### config.mk
export PLATFORM = sky130hd
export DESIGN_NAME = vedic_divider
export DESIGN_NICKNAME = d
export VERILOG_FILES = /design/src/rtl/vedic_divider.sv
export SDC_FILE = /design/constraint.sdc
export NUM_CORES = 1
export LEC_CHECK = 0
export CAP_MARGIN = 20
export CORE_MARGIN = 3
export CORE_UTILIZATION = 54
export CTS_CLUSTER_SIZE = 20
export DETAILED_ROUTE_END_ITERATION = 6
export GPL_TIMING_DRIVEN = 0
export PLACE_DENSITY_LB_ADDON = 0.3
export SLEW_MARGIN = 20
export SYNTH_ARGS = -nofsm -noshare
export SYNTH_HDL_FRONTEND = slang
export SYNTH_SLANG_ARGS = --single-unit
### constraint.sdc
create_clock -name i_clk -period 2.8 [get_ports i_clk]
set_clock_uncertainty 0.05 [all_clocks]
set_input_delay 0.56 -clock i_clk [delete_from_list [all_inputs] [get_ports i_clk]]
set_output_delay 0.56 -clock i_clk [all_outputs]
set_load 0.01 [all_outputs]
### src/rtl/vedic_divider.sv
// vedic_divider: sequential restoring divider with do/done handshake; optional VEDIC_DIV_ZERO_FAST_EN shortens divide-by-zero
//   i_clk, i_reset (sync, active-low), i_a dividend, i_b divisor, i_do start
//   o_quotient, o_remainder, o_div_zero, o_busy, o_done (single-cycle pulse)
module vedic_divider #(
  parameter int DIVIDEND_W = 4,
  parameter int DIVISOR_W  = 2
) (
  input  logic                  i_clk,
  input  logic                  i_reset,
  input  logic [DIVIDEND_W-1:0] i_a,
  input  logic [DIVISOR_W-1:0]  i_b,
  input  logic                  i_do,
  output logic [DIVIDEND_W-1:0] o_quotient,
  output logic [DIVISOR_W-1:0]  o_remainder,
  output logic                  o_div_zero,
  output logic                  o_busy,
  output logic                  o_done
);
  localparam int CW = $clog2(DIVIDEND_W + 1);
  typedef enum logic [1:0] {IDLE, RUN, FIN} state_t;
  state_t r_state, w_next;
  logic [DIVIDEND_W-1:0] r_q;
  logic [DIVISOR_W-1:0]  r_b, r_pr, r_alo;
  logic [DIVISOR_W:0]    w_sh;
  logic [CW-1:0]         r_cnt;
  logic                  w_ge, w_zero_fast, w_dz, w_acc;
`ifdef VEDIC_DIV_ZERO_FAST_EN
  // a zero divisor needs no iterations; one RUN hop keeps the two-edge latency
  assign w_zero_fast = (i_b == '0);
`else
  assign w_zero_fast = 1'b0;
`endif
  assign w_acc = (r_state == IDLE) && i_do;
  // guard bit in w_sh keeps the compare exact; after a subtract the remainder is below b, so it fits r_pr
  assign w_sh  = {r_pr, r_q[DIVIDEND_W-1]};
  assign w_ge  = w_sh >= {1'b0, r_b};
  assign w_dz  = (r_b == '0);
  always_comb begin
    w_next = r_state;
    if (w_acc) w_next = RUN;
    if (r_state == RUN && r_cnt == CW'(1)) w_next = FIN;
    if (r_state == FIN) w_next = IDLE;
  end
  always_ff @(posedge i_clk) r_state <= !i_reset ? IDLE : w_next;
  always_ff @(posedge i_clk) begin
    if (!i_reset) begin
      r_q         <= '0;
      r_b         <= '0;
      r_pr        <= '0;
      r_alo       <= '0;
      r_cnt       <= '0;
      o_quotient  <= '0;
      o_remainder <= '0;
      o_div_zero  <= 1'b0;
      o_busy      <= 1'b0;
      o_done      <= 1'b0;
    end else begin
      o_done <= (r_state == FIN);
      if (w_acc) begin
        r_q    <= i_a;
        r_b    <= i_b;
        r_alo  <= i_a[DIVISOR_W-1:0];
        r_pr   <= '0;
        r_cnt  <= w_zero_fast ? CW'(1) : CW'(DIVIDEND_W);
        o_busy <= 1'b1;
      end
      if (r_state == RUN) begin
        r_pr  <= w_ge ? DIVISOR_W'(w_sh - {1'b0, r_b}) : w_sh[DIVISOR_W-1:0];
        r_q   <= {r_q[DIVIDEND_W-2:0], w_ge};
        r_cnt <= r_cnt - CW'(1);
      end
      if (r_state == FIN) begin
        o_quotient  <= w_dz ? '1 : r_q;
        o_remainder <= w_dz ? r_alo : r_pr;
        o_div_zero  <= w_dz;
        o_busy      <= 1'b0;
      end
    end
  end
endmodule
==> impl_metrics.yaml <==
logic_synthesis:
  synth_area_leaders: "dfxtp_1 (45%), ha_1 (4.7%), mux2i_1 (4.7%), nand2_1 (4.6%), nor2b_1 (3.5%)"
  ys.flop_type: "dfxtp_1"
  post_synth_xor_area_fraction_pct: 0
  synth-edff-count: 0
  synth_warnings: 0
  synth_compound_area_share_pct: 19.0
  syn_area_um2: 1060
  avgSynthCellArea_um2: 9.59
  synth_nets: 124
  synth_top_family_by_area: "compound AO/OA/AOI/OAI gates"
  ys_ff_latch: 24
  synth_mux_area_share_pct: 6.82
  synth-async-reset-ratio_pct: 0
  synthCells: 111
  yosysUniqueCellTypes: 29
  synth_largest_area_cell: "dfxtp_1"
  synth_top_area_share_pct: 45.1
  synth-simple-area-share_pct: 18.9
  ys_seq_area_share_pct: 45.1
  synth_fa_ha_area_share_pct: 4.70
sta:
  worstMarginPinSlew_ns: 0.465
  rsz0062_at_grt: "no"
  finalCriticalPeriod_ns: 1.83
  maxSlewHeadroom_pct: 68.9
  slew_viol_final: 0
  fmax_mhz: 545
  fin_tns_setup_ns: 0
  layout_worst_path_cycle_share_pct: 65.5
  hold_violations: 0
  setup_viol: 0
power:
  cellLeakagePower_nw: 0.552
  powerDensity_nw_per_um2: 531
  ir_drop_mv: 0.271
clock_tree:
  cts_buffers: 3
  cts_buffer_depth: 2
  ctsResizeCount: 0
  h-tree-depth: 1
  cts.sinks: 24
  insertion_delay_ns: 0.31
  cts_root_buf: "clkbuf_4"
  post_cts_buffers: 0
  cts_tree: "built"
  clk_pin_slew_ns: 0.13
  postCtsHoldBufs: 0
run_status:
  status: "complete, no violations"
setup_path:
  startpoint_type: "flip-flop"
  critPathCaptureType: "output port"
  regToRegSetupSlack_ns: 1.26
  crit_buf_inv: 1
  critPathSlowestCell: "clkdlybuf4s50_1"
  crit_path_start: "o_busy"
  critical-path-max-stage-delay_ns: 0.55
  worst-r2r-cell-count: 5
  cp_cell_sequence: "clkdlybuf4s50_1"
  crit_family: "buffers and inverters"
  r2r-end: "r_pr[1]"
  critical_path_required_ns: 2.19
  crit_arrival_ns: 1.22
  r2r_start: "r_b[1]"
  crit_fanout: 2
  critical_path_class: "reg -> out"
floorplanning:
  rows: 15
  die_area_um2: 2540
  core_um2: 1800
  io-pin-count: 18
  die_y_um: 50.4
  die_w_um: 50.4
  start_util_pct: 59.1
min_path:
  hold_end: "o_quotient[0]"
  worstHoldPathCells: 2
  hp-class: "reg -> reg"
  worstHoldStart: "o_quotient[0]"
placed_design:
  dpl_cell_area_um2: 1270
  port_buffers: 17
  dp_hpwl_um: 1630
  place_congestion: 0.795
detailed_routing:
  drc: 0
  ant_nets: 0
  post_drt_via_cell_ratio: 5.38
  firstDrtPassIters: 4
  drt_iter0_markers: 13
  wl_per_cell_um: 14.1
  postRouteWirelength_um: 2210
  vias: 845
global_route:
  grt_pass1_vias: 874
  grt_remaining_overflow: 0
  grt_pass1_wl_um: 3940
  grt_usage_pct: 20.6
  grt_max_degree: 14
  antenna_found_initial: 0
final_layout:
  nNetsFinal: 146
  num_antenna_cells: 0
  post_route_cells_drive_above_1_share_pct: 10.6
  final_cell_area_um2: 1300
  syn_to_final_growth_pct: 22.3
  final_common_cell: "dfxtp_1"
  layout_common_cells: "dfxtp_1 (24), clkdlybuf4s50_1 (17), nand2_1 (13), inv_1 (7), o21ai_0 (7)"
  fin_util_pct: 72.3
run:
  max_cap_violations: 0
-- layer usage --
metal | up-vias | GRT usage, % | part of all wire (%)
li1 | 427 | - | -
met1 | 387 | 23.8 | 42
met2 | 25 | 35.9 | 51
met3 | 6 | 2.97 | 4.6
met4 | 0 | 11.7 | 2.4
met5 | - | 0 | 0
-- cells by family after synthesis --
family,after synthesis
fa+ha+maj,4
compound gates,28
simple gates,37
buf+inv,11
flops,24
mux,7
-- cell usage after synthesis (2+ instances only) --
master	n
o211a_1	3
mux2_2	2
inv_1	7
buf_6	2
a21boi_1	3
nand3_1	4
o21a_1	2
a22oi_1	2
nor2b_1	6
a22o_1	3
nand2_1	13
a21oi_1	4
and3_1	3
o21ai_0	7
dfxtp_1	24
nor2_1	6
mux2i_1	5
ha_1	4
-- sequential cells by signal, indices dropped and copies added, names as in the netlist --
name	flops
r_b	2
o_busy	1
r_q	4
r_pr	2
r_alo	2
r_cnt	3
r_state	2
o_quotient	4
o_div_zero	1
o_remainder	2
o_done	1
-- worst max path at each step --
stage	end	slack, ns	cells after the start
after floorplan	r_pr[1]	1.38	5
after global placement	r_q[2]	0.84	4
after detailed placement	r_q[2]	0.81	4
after CTS	o_busy	0.94	1
after global routing	o_remainder[0]	0.90	1
final	o_busy	0.97	1
-- cell type report --
type | instances | area (um^2)
Timing Repair Buffer | 17 | 170
Inverter | 7 | 26.3
Multi-Input combinational cell | 76 | 527
Tap cell | 25 | 31.3
Buffer | 4 | 31.3
Clock buffer | 4 | 36.3
Fill cell | 155 | 499
Sequential cell | 24 | 480
-- report_power, final --
part	total [W]	switching, W	internal, W	leakage [nW]
Clock	0.000185	0.000105	0.0000795	0.0210
Sequential	0.000380	0.0000166	0.000363	0.196
Combinational	0.000127	0.0000637	0.0000629	0.335
-- per-stage QoR --
step                hold slack (ns)  std cells  setup WS, ns  total power [W]
global placement              0.374        153         0.839         0.000507
finish                        0.397        157         0.967         0.000691
floorplan                     0.387        111          1.38         0.000472
detailed placement            0.380        153         0.809         0.000514
global route                  0.435        157         0.897         0.000730
CTS                           0.398        157         0.943         0.000695
Power figures use the tool's default switching activity.
